`src/rtl/dispense_pkg.sv`:
```
// Shared colour codes, sequencer states and default timing for the dispense sequencer.
// The colour helper picks the next chip colour in red, green, blue priority.
package dispense_pkg;

  localparam logic [1:0] COL_RED   = 2'b00;
  localparam logic [1:0] COL_GREEN = 2'b01;
  localparam logic [1:0] COL_BLUE  = 2'b10;
  localparam logic [1:0] COL_NONE  = 2'b11;

  localparam int unsigned DEF_PARK_CYCLES    = 2;
  localparam int unsigned DEF_TIMEOUT_CYCLES = 100_000_000;
  localparam int unsigned DEF_CNT_W          = 4;
  localparam int unsigned WD_W               = 27;
  localparam int unsigned REM_W              = 6;

  typedef enum logic [2:0] {
    StIdle,
    StPark,
    StIssue,
    StWaitClr,
    StWaitDone,
    StNext,
    StDone,
    StFault
  } seq_state_e;

  function automatic logic [1:0] first_colour(input logic red_nz, input logic green_nz,
                                              input logic blue_nz);
    if (red_nz) begin
      return COL_RED;
    end else if (green_nz) begin
      return COL_GREEN;
    end else if (blue_nz) begin
      return COL_BLUE;
    end
    return COL_NONE;
  endfunction

endpackage

```
`src/rtl/dispense_sequencer_if.sv`:
```
// Upstream order/status handshake plus the dispenser command lines, bundled as one bus.
// master is the controller/dispenser side, slave is the sequencer.
interface dispense_sequencer_if #(
  parameter int unsigned CNT_W = 4
);

  logic             order_valid;
  logic             order_ready;
  logic [CNT_W-1:0] red_count;
  logic [CNT_W-1:0] green_count;
  logic [CNT_W-1:0] blue_count;
  logic             abort;
  logic             clear_fault;
  logic [1:0]       disp_code;
  logic             disp_start;
  logic             disp_complete;
  logic             busy;
  logic [5:0]       remaining;
  logic             order_done;
  logic             order_aborted;
  logic             fault;

  modport master (
    output order_valid, red_count, green_count, blue_count, abort, clear_fault, disp_complete,
    input  order_ready, disp_code, disp_start, busy, remaining, order_done, order_aborted, fault
  );

  modport slave (
    input  order_valid, red_count, green_count, blue_count, abort, clear_fault, disp_complete,
    output order_ready, disp_code, disp_start, busy, remaining, order_done, order_aborted, fault
  );

endinterface

```
`src/rtl/dispense_watchdog.sv`:
```
// Saturating cycle counter with clear/enable; o_expired flags the enabled cycle whose
// increment reaches TIMEOUT_CYCLES (and every enabled cycle after, while saturated).
module dispense_watchdog #(
  parameter int unsigned TIMEOUT_CYCLES = 100,
  parameter int unsigned W              = 27
) (
  input  logic clk,
  input  logic reset_n,
  input  logic i_clr,
  input  logic i_en,
  output logic o_expired
);

  localparam logic [W-1:0] LIMIT = W'(TIMEOUT_CYCLES);

  logic [W-1:0] r_cnt;

  always_ff @(posedge clk or negedge reset_n) begin
    if (!reset_n) begin
      r_cnt <= '0;
    end else if (i_clr) begin
      r_cnt <= '0;
    end else if (i_en && (r_cnt != LIMIT)) begin
      r_cnt <= r_cnt + W'(1);
    end
  end

  assign o_expired = i_en && (r_cnt >= (LIMIT - W'(1)));

endmodule

```
`src/rtl/dispense_sequencer.sv`:
```
// Order-level controller: turns one red/green/blue order into single-chip dispenser
// commands, parking the code at 11 between chips so every request is a code change.
module dispense_sequencer
  import dispense_pkg::*;
#(
  parameter int unsigned PARK_CYCLES    = DEF_PARK_CYCLES,
  parameter int unsigned TIMEOUT_CYCLES = DEF_TIMEOUT_CYCLES,
  parameter int unsigned CNT_W          = DEF_CNT_W
) (
  input logic                 clk,
  input logic                 reset_n,
  dispense_sequencer_if.slave io_bus
);

  seq_state_e       r_state;
  logic [CNT_W-1:0] r_red;
  logic [CNT_W-1:0] r_green;
  logic [CNT_W-1:0] r_blue;
  logic [1:0]       r_colour;
  logic             r_abort;
  logic [REM_W-1:0] r_remaining;
  logic             r_order_ready;
  logic [1:0]       r_disp_code;
  logic             r_disp_start;
  logic             r_busy;
  logic             r_order_done;
  logic             r_order_aborted;
  logic             r_fault;

  logic             w_in_wait;
  logic             w_in_park;
  logic             w_wd_expired;
  logic             w_park_done;
  logic [REM_W-1:0] w_sum;
  logic [1:0]       w_colour;

  assign w_in_wait = (r_state == StWaitClr) || (r_state == StWaitDone);
  assign w_in_park = (r_state == StPark);
  assign w_sum     = REM_W'(io_bus.red_count) + REM_W'(io_bus.green_count)
                   + REM_W'(io_bus.blue_count);
  assign w_colour  = first_colour(r_red != '0, r_green != '0, r_blue != '0);

  // Cleared outside the wait states, so ISSUE always starts a fresh chip budget.
  dispense_watchdog #(
    .TIMEOUT_CYCLES(TIMEOUT_CYCLES),
    .W             (WD_W)
  ) u_watchdog (
    .clk      (clk),
    .reset_n  (reset_n),
    .i_clr    (!w_in_wait),
    .i_en     (w_in_wait),
    .o_expired(w_wd_expired)
  );

  dispense_watchdog #(
    .TIMEOUT_CYCLES(PARK_CYCLES),
    .W             (WD_W)
  ) u_park_hold (
    .clk      (clk),
    .reset_n  (reset_n),
    .i_clr    (!w_in_park),
    .i_en     (w_in_park),
    .o_expired(w_park_done)
  );

  always_ff @(posedge clk or negedge reset_n) begin
    if (!reset_n) begin
      r_state         <= StIdle;
      r_red           <= '0;
      r_green         <= '0;
      r_blue          <= '0;
      r_colour        <= COL_NONE;
      r_abort         <= 1'b0;
      r_remaining     <= '0;
      r_order_ready   <= 1'b1;
      r_disp_code     <= COL_NONE;
      r_disp_start    <= 1'b0;
      r_busy          <= 1'b0;
      r_order_done    <= 1'b0;
      r_order_aborted <= 1'b0;
      r_fault         <= 1'b0;
    end else begin
      r_order_done <= 1'b0;
      if (r_busy && io_bus.abort) begin
        r_abort <= 1'b1;
      end

      unique case (r_state)
        StIdle: begin
          if (io_bus.order_valid && r_order_ready) begin
            r_red       <= io_bus.red_count;
            r_green     <= io_bus.green_count;
            r_blue      <= io_bus.blue_count;
            r_remaining <= w_sum;
            r_abort     <= 1'b0;
            if (w_sum == '0) begin
              // Empty order completes immediately without leaving IDLE.
              r_order_done    <= 1'b1;
              r_order_aborted <= 1'b0;
            end else begin
              r_state       <= StPark;
              r_busy        <= 1'b1;
              r_order_ready <= 1'b0;
            end
          end
        end

        StPark: begin
          if (w_park_done) begin
            r_state      <= StIssue;
            r_colour     <= w_colour;
            r_disp_code  <= w_colour;
            r_disp_start <= 1'b1;
          end
        end

        StIssue: begin
          r_state <= StWaitClr;
        end

        StWaitClr: begin
          if (!io_bus.disp_complete) begin
            r_state <= StWaitDone;
          end else if (w_wd_expired) begin
            r_state      <= StFault;
            r_disp_code  <= COL_NONE;
            r_disp_start <= 1'b0;
            r_busy       <= 1'b0;
            r_fault      <= 1'b1;
          end
        end

        StWaitDone: begin
          // A completion in the expiry cycle still counts as a good chip.
          if (io_bus.disp_complete) begin
            unique case (r_colour)
              COL_RED:   r_red   <= r_red - CNT_W'(1);
              COL_GREEN: r_green <= r_green - CNT_W'(1);
              COL_BLUE:  r_blue  <= r_blue - CNT_W'(1);
              default:   ;
            endcase
            r_remaining  <= r_remaining - REM_W'(1);
            r_disp_start <= 1'b0;
            r_state      <= StNext;
          end else if (w_wd_expired) begin
            r_state      <= StFault;
            r_disp_code  <= COL_NONE;
            r_disp_start <= 1'b0;
            r_busy       <= 1'b0;
            r_fault      <= 1'b1;
          end
        end

        StNext: begin
          r_disp_code <= COL_NONE;
          if (r_abort || (r_remaining == '0)) begin
            r_state         <= StDone;
            r_order_done    <= 1'b1;
            r_order_aborted <= r_abort;
          end else begin
            r_state <= StPark;
          end
        end

        StDone: begin
          r_red         <= '0;
          r_green       <= '0;
          r_blue        <= '0;
          r_remaining   <= '0;
          r_abort       <= 1'b0;
          r_busy        <= 1'b0;
          r_order_ready <= 1'b1;
          r_state       <= StIdle;
        end

        StFault: begin
          if (io_bus.clear_fault) begin
            r_red         <= '0;
            r_green       <= '0;
            r_blue        <= '0;
            r_remaining   <= '0;
            r_abort       <= 1'b0;
            r_fault       <= 1'b0;
            r_order_ready <= 1'b1;
            r_state       <= StIdle;
          end
        end

        default: begin
          r_state <= StIdle;
        end
      endcase
    end
  end

  assign io_bus.order_ready   = r_order_ready;
  assign io_bus.disp_code     = r_disp_code;
  assign io_bus.disp_start    = r_disp_start;
  assign io_bus.busy          = r_busy;
  assign io_bus.remaining     = r_remaining;
  assign io_bus.order_done    = r_order_done;
  assign io_bus.order_aborted = r_order_aborted;
  assign io_bus.fault         = r_fault;

endmodule

```
`src/flat_wrapper.sv`:
```
// flat-port wrapper written by rule: the top's interface ports become plain ports
module dispense_sequencer_flat import dispense_pkg::*;
#(
  parameter int unsigned PARK_CYCLES    = DEF_PARK_CYCLES,
  parameter int unsigned TIMEOUT_CYCLES = DEF_TIMEOUT_CYCLES,
  parameter int unsigned CNT_W          = DEF_CNT_W
)
  (clk, reset_n, io_bus_order_valid, io_bus_red_count, io_bus_green_count, io_bus_blue_count, io_bus_abort, io_bus_clear_fault, io_bus_disp_complete, io_bus_order_ready, io_bus_disp_code, io_bus_disp_start, io_bus_busy, io_bus_remaining, io_bus_order_done, io_bus_order_aborted, io_bus_fault);
  dispense_sequencer_if #(.CNT_W(CNT_W)) io_bus_i ();
  input logic clk;
  input logic reset_n;
  input wire logic [$bits(io_bus_i.order_valid)-1:0] io_bus_order_valid;
  input wire logic [$bits(io_bus_i.red_count)-1:0] io_bus_red_count;
  input wire logic [$bits(io_bus_i.green_count)-1:0] io_bus_green_count;
  input wire logic [$bits(io_bus_i.blue_count)-1:0] io_bus_blue_count;
  input wire logic [$bits(io_bus_i.abort)-1:0] io_bus_abort;
  input wire logic [$bits(io_bus_i.clear_fault)-1:0] io_bus_clear_fault;
  input wire logic [$bits(io_bus_i.disp_complete)-1:0] io_bus_disp_complete;
  output wire logic [$bits(io_bus_i.order_ready)-1:0] io_bus_order_ready;
  output wire logic [$bits(io_bus_i.disp_code)-1:0] io_bus_disp_code;
  output wire logic [$bits(io_bus_i.disp_start)-1:0] io_bus_disp_start;
  output wire logic [$bits(io_bus_i.busy)-1:0] io_bus_busy;
  output wire logic [$bits(io_bus_i.remaining)-1:0] io_bus_remaining;
  output wire logic [$bits(io_bus_i.order_done)-1:0] io_bus_order_done;
  output wire logic [$bits(io_bus_i.order_aborted)-1:0] io_bus_order_aborted;
  output wire logic [$bits(io_bus_i.fault)-1:0] io_bus_fault;
  assign io_bus_i.order_valid = io_bus_order_valid;
  assign io_bus_i.red_count = io_bus_red_count;
  assign io_bus_i.green_count = io_bus_green_count;
  assign io_bus_i.blue_count = io_bus_blue_count;
  assign io_bus_i.abort = io_bus_abort;
  assign io_bus_i.clear_fault = io_bus_clear_fault;
  assign io_bus_i.disp_complete = io_bus_disp_complete;
  assign io_bus_order_ready = io_bus_i.order_ready;
  assign io_bus_disp_code = io_bus_i.disp_code;
  assign io_bus_disp_start = io_bus_i.disp_start;
  assign io_bus_busy = io_bus_i.busy;
  assign io_bus_remaining = io_bus_i.remaining;
  assign io_bus_order_done = io_bus_i.order_done;
  assign io_bus_order_aborted = io_bus_i.order_aborted;
  assign io_bus_fault = io_bus_i.fault;
  dispense_sequencer #(.PARK_CYCLES(PARK_CYCLES), .TIMEOUT_CYCLES(TIMEOUT_CYCLES), .CNT_W(CNT_W)) u_core (.clk(clk), .reset_n(reset_n), .io_bus(io_bus_i));
endmodule
```
`config.mk`:
```
export PLATFORM = sky130hd
export DESIGN_NAME = dispense_sequencer_flat
export DESIGN_NICKNAME = d
export VERILOG_FILES = /design/src/rtl/dispense_pkg.sv /design/src/rtl/dispense_sequencer_if.sv /design/src/rtl/dispense_watchdog.sv /design/src/rtl/dispense_sequencer.sv /design/src/flat_wrapper.sv
export SDC_FILE = /design/constraint.sdc
export NUM_CORES = 1
export LEC_CHECK = 0
export CORE_MARGIN = 1
export CORE_UTILIZATION = 48
export CTS_BUF_LIST = sky130_fd_sc_hd__clkbuf_8 sky130_fd_sc_hd__clkbuf_16
export DETAILED_ROUTE_END_ITERATION = 16
export GPL_TIMING_DRIVEN = 0
export PLACE_DENSITY_LB_ADDON = 0.15
export RECOVER_POWER = 25
export REMOVE_ABC_BUFFERS = 1
export SLEW_MARGIN = 20
export SYNTH_ARGS = -nofsm -noshare
export SYNTH_HDL_FRONTEND = slang
export SYNTH_SLANG_ARGS = --single-unit
```
`constraint.sdc`:
```
create_clock -name clk -period 4.3 [get_ports clk]
set_clock_uncertainty 0.2 [all_clocks]
set_input_delay 0.86 -clock clk [delete_from_list [all_inputs] [get_ports clk]]
set_output_delay 0.86 -clock clk [all_outputs]
set_load 0.05 [all_outputs]
```
==> out/metrics.yaml <==
logic_synthesis:
  yosys_most_used_dff: "dfrtp_1"
  yosysWarnings: 0
  ys_seq_area_frac: 0.424
  synth_top_area_share: 0.398
  async_reset_ff_frac: 1.00
  synthTopCellsByArea: "dfrtp_1, nor2_1, xor2_1, ha_1, xnor2_1"
  yosys.cell_types.count: 60
  synth-seq-cells: 86
  netlist_area_um2: 5090
  synth_edf_count: 0
  post-synth-top-area-cell: "dfrtp_1"
  syn-instance-count: 548
  syn_area_per_cell_um2: 9.29
critical_path:
  path_class: "in2reg"
  worstPathArrival_ps: 3840
  timing.critical_path.from_type: "input port"
  cp_max_fo: 4
  end_kind: "flip-flop"
  crit_required_ps: 4390
placement:
  pre_cts_ws_ps: 163
  io_buffers: 31
  place_area_um2: 5530
  gp_congestion: 0.794
  dp_hpwl_um: 7740
grt:
  antenna_found_initial: 0
  grt_overflow: 0
  grt_max_degree: 56
  grt_pass1_vias: 3984
  grt_usage: 0.219
  grt_pass1_wl_um: 19200
route:
  drt-pass1-iter-count: 5
  dr.max_layer_used: "met4"
  drt-met1-wl_um: 5130
  wl_met3_um: 518
  dr_wl_met2_um: 5120
  vias: 4042
  ant_nets: 0
  viasPerCell: 5.63
  drc: 0
  drtIter0Drc: 196
  post_drt_wl_per_cell_um: 15.3
  routed_wl_um: 11000
pwr:
  vdd_drop_max_uv: 323
  power_frac_seq: 0.397
  p_leak_nw: 2.46
  intPower_mw: 1.61
  p_sw_mw: 1.24
  swShare: 0.436
  pwr-share-comb: 0.427
  clkPwrFrac: 0.176
  power_mw: 2.85
  pwr_density_cell_nw_per_um2: 503
cts:
  cts_setup_buffers: 0
  path_clk_slew_ps: 80
  htree_num_levels: 3
  cts_buffer_depth: 2
  cts.sinks: 86
  root_buffer: "clkbuf_8"
  hold_buffers: 0
  tritoncts: "yes"
  numCtsBuffers: 9
  clkLatencyLatePin_ps: 380
  cts_resized: 0
timing:
  period_share: 0.873
  setup_violations: 0
  maxSlewViolCount: 33
  post-route-min-period_ps: 3750
  rsz0062_at_grt: "false"
  relSlewSlack: -0.143
  worstMarginPinSlew_ps: 1710
  final-hold-violation-count: 0
  fmax_mhz: 267
  fin_ws_ps: 548
run_status:
  status: "finished, violations left"
  violations: "capacitance limit, slew limit"
finish:
  syn_to_final_growth_pct: 11.2
  multi_input_area_um2: 2750
  final_util: 0.548
  fillerInstances: 931
  drive_gt1_frac: 0.0756
  antenna_cells: 0
  nets: 619
  final_area_um2: 5660
  area.sequential_um2: 2160
floorplanning:
  pin_count: 32
  core-area_um2: 10300
  initial_core_util: 0.493
  rows: 37
  die_area_um2: 11000
  die_y_um: 105
  die_x_um: 105
hold_path:
  holdCritPathClass: "reg2reg"
job:
  maxCapViolCount: 1
[cell families (layout without fill, tap and decap cells)]
family | after synthesis | in the layout | share of synthesized area
and+or+nand+nor | 230 | 230 | 0.238
muxes | 4 | 4 | 0.00835
buffers and inverters | 40 | 74 | 0.0371
adders and majority gates | 24 | 24 | 0.0619
xor gates and xnor gates | 53 | 53 | 0.0912
DFF | 86 | 86 | 0.424
AOI/OAI and AO/OA | 111 | 111 | 0.140
[cell usage in the layout (no fill, tap or decap), types with 6 or more instances in the layout]
cell type	n
a211oi_1	8
a21o_1	9
a21oi_1	25
a22oi_1	10
and3_1	10
clkbuf_8	10
clkdlybuf4s50_1	30
dfrtp_1	81
ha_1	22
inv_1	30
nand2_1	37
nand3_1	21
nand4_1	10
nor2_1	89
nor3_1	12
nor4_1	10
o21ai_0	32
or3_1	6
xnor2_1	21
xor2_1	32
[stage by stage]
step	setup TNS, ps	std cells	hold WS, ps
6_report	0	718	322
5_1_grt	0	718	351
4_1_cts	0	718	224
3_5_place_dp	0	702	304
3_3_place_gp	-84310	700	299
2_1_floorplan	0	533	272
[routing by layer]
layer,GRT usage,vias to the layer above
met3,0.0599,16
li1,-,1985
met4,0.0805,0
met2,0.348,90
met5,0,-
met1,0.287,1951
[power groups by stage]
stage / Sequential (mW) / Combinational [mW] / Clock [mW]
after floorplan: 1.29 / 0.671 / 0
after global placement: 1.14 / 1.17 / 0
after detailed placement: 1.15 / 1.22 / 0
after CTS: 1.13 / 1.22 / 0.522
after global routing: 1.16 / 1.35 / 0.550
final: 1.13 / 1.22 / 0.502
[area by class of cell]
| type | count | share of cell area |
|---|---|---|
| flip-flops and latches | 86 | 0.381 |
| clock buffers | 10 | 0.0243 |
| clock inverters | 6 | 0.00420 |
| repair buffers | 33 | 0.0572 |
| inverters | 25 | 0.0166 |
| well taps | 136 | 0.0301 |
| multi-input cells | 422 | 0.486 |
[final timing paths]
check	start	to	slack [ps]	cells after the start
setup reg to reg	u_core.r_state[0]$_DFFE_PN0P_	u_core.r_colour[0]$_DFFE_PN1P_	1440	5
hold / removal	u_core.r_green[0]$_DFFE_PN0P_	u_core.r_green[0]$_DFFE_PN0P_	320	2
hold reg to reg	u_core.r_green[0]$_DFFE_PN0P_	u_core.r_green[0]$_DFFE_PN0P_	320	2
min in group asynchronous	reset_n	u_core.u_watchdog.r_cnt[23]$_DFFE_PN0P_	720	1
setup / recovery	io_bus_green_count[0]	u_core.r_state[0]$_DFFE_PN0P_	550	10
max in group asynchronous	reset_n	u_core.io_bus.remaining[5]$_DFFE_PN0P_	1000	2
[worst max-delay path: stages]
cell and delay [ps]:
clkdlybuf4s50_1 450, ha_1 240, fa_1 510, fa_1 450, a21o_1 170, a21oi_1 160
xor2_1 110, a211oi_1 520, nor4_1 150, a211oi_1 220
[synthesized netlist by cell type (3+ instances only)]
master     n
and4_1     3
dfstp_2    5
a21oi_1   25
ha_1      22
nand3_2    4
and3_1    10
nor2b_1    5
nand3_1   21
dfrtp_1   81
a21o_1     9
nor4_1    10
clkbuf_1   8
nor3_4     3
nor3_1    12
nand2b_1   5
nand2_1   37
nor2_1    90
xor2_1    32
o21ai_0   32
buf_2      3
xnor2_1   21
a211oi_1   8
a31oi_1    5
a22oi_1   10
a32oi_1    3
nand4_1   10
inv_1     25
or3_1      6
[flip-flops by register name, summed over array words and instances (netlist names), 2 cells and up]
signal and count:
u_core.r_blue 4, u_core.r_green 4, u_core.r_colour 2, u_core.r_red 4
u_core.io_bus.remaining 6, u_core.r_state 3, u_core.u_park_hold.r_cnt 27, u_core.u_watchdog.r_cnt 27
u_core.io_bus.disp_code 2
No activity file was read; power rests on OpenSTA's default activity.
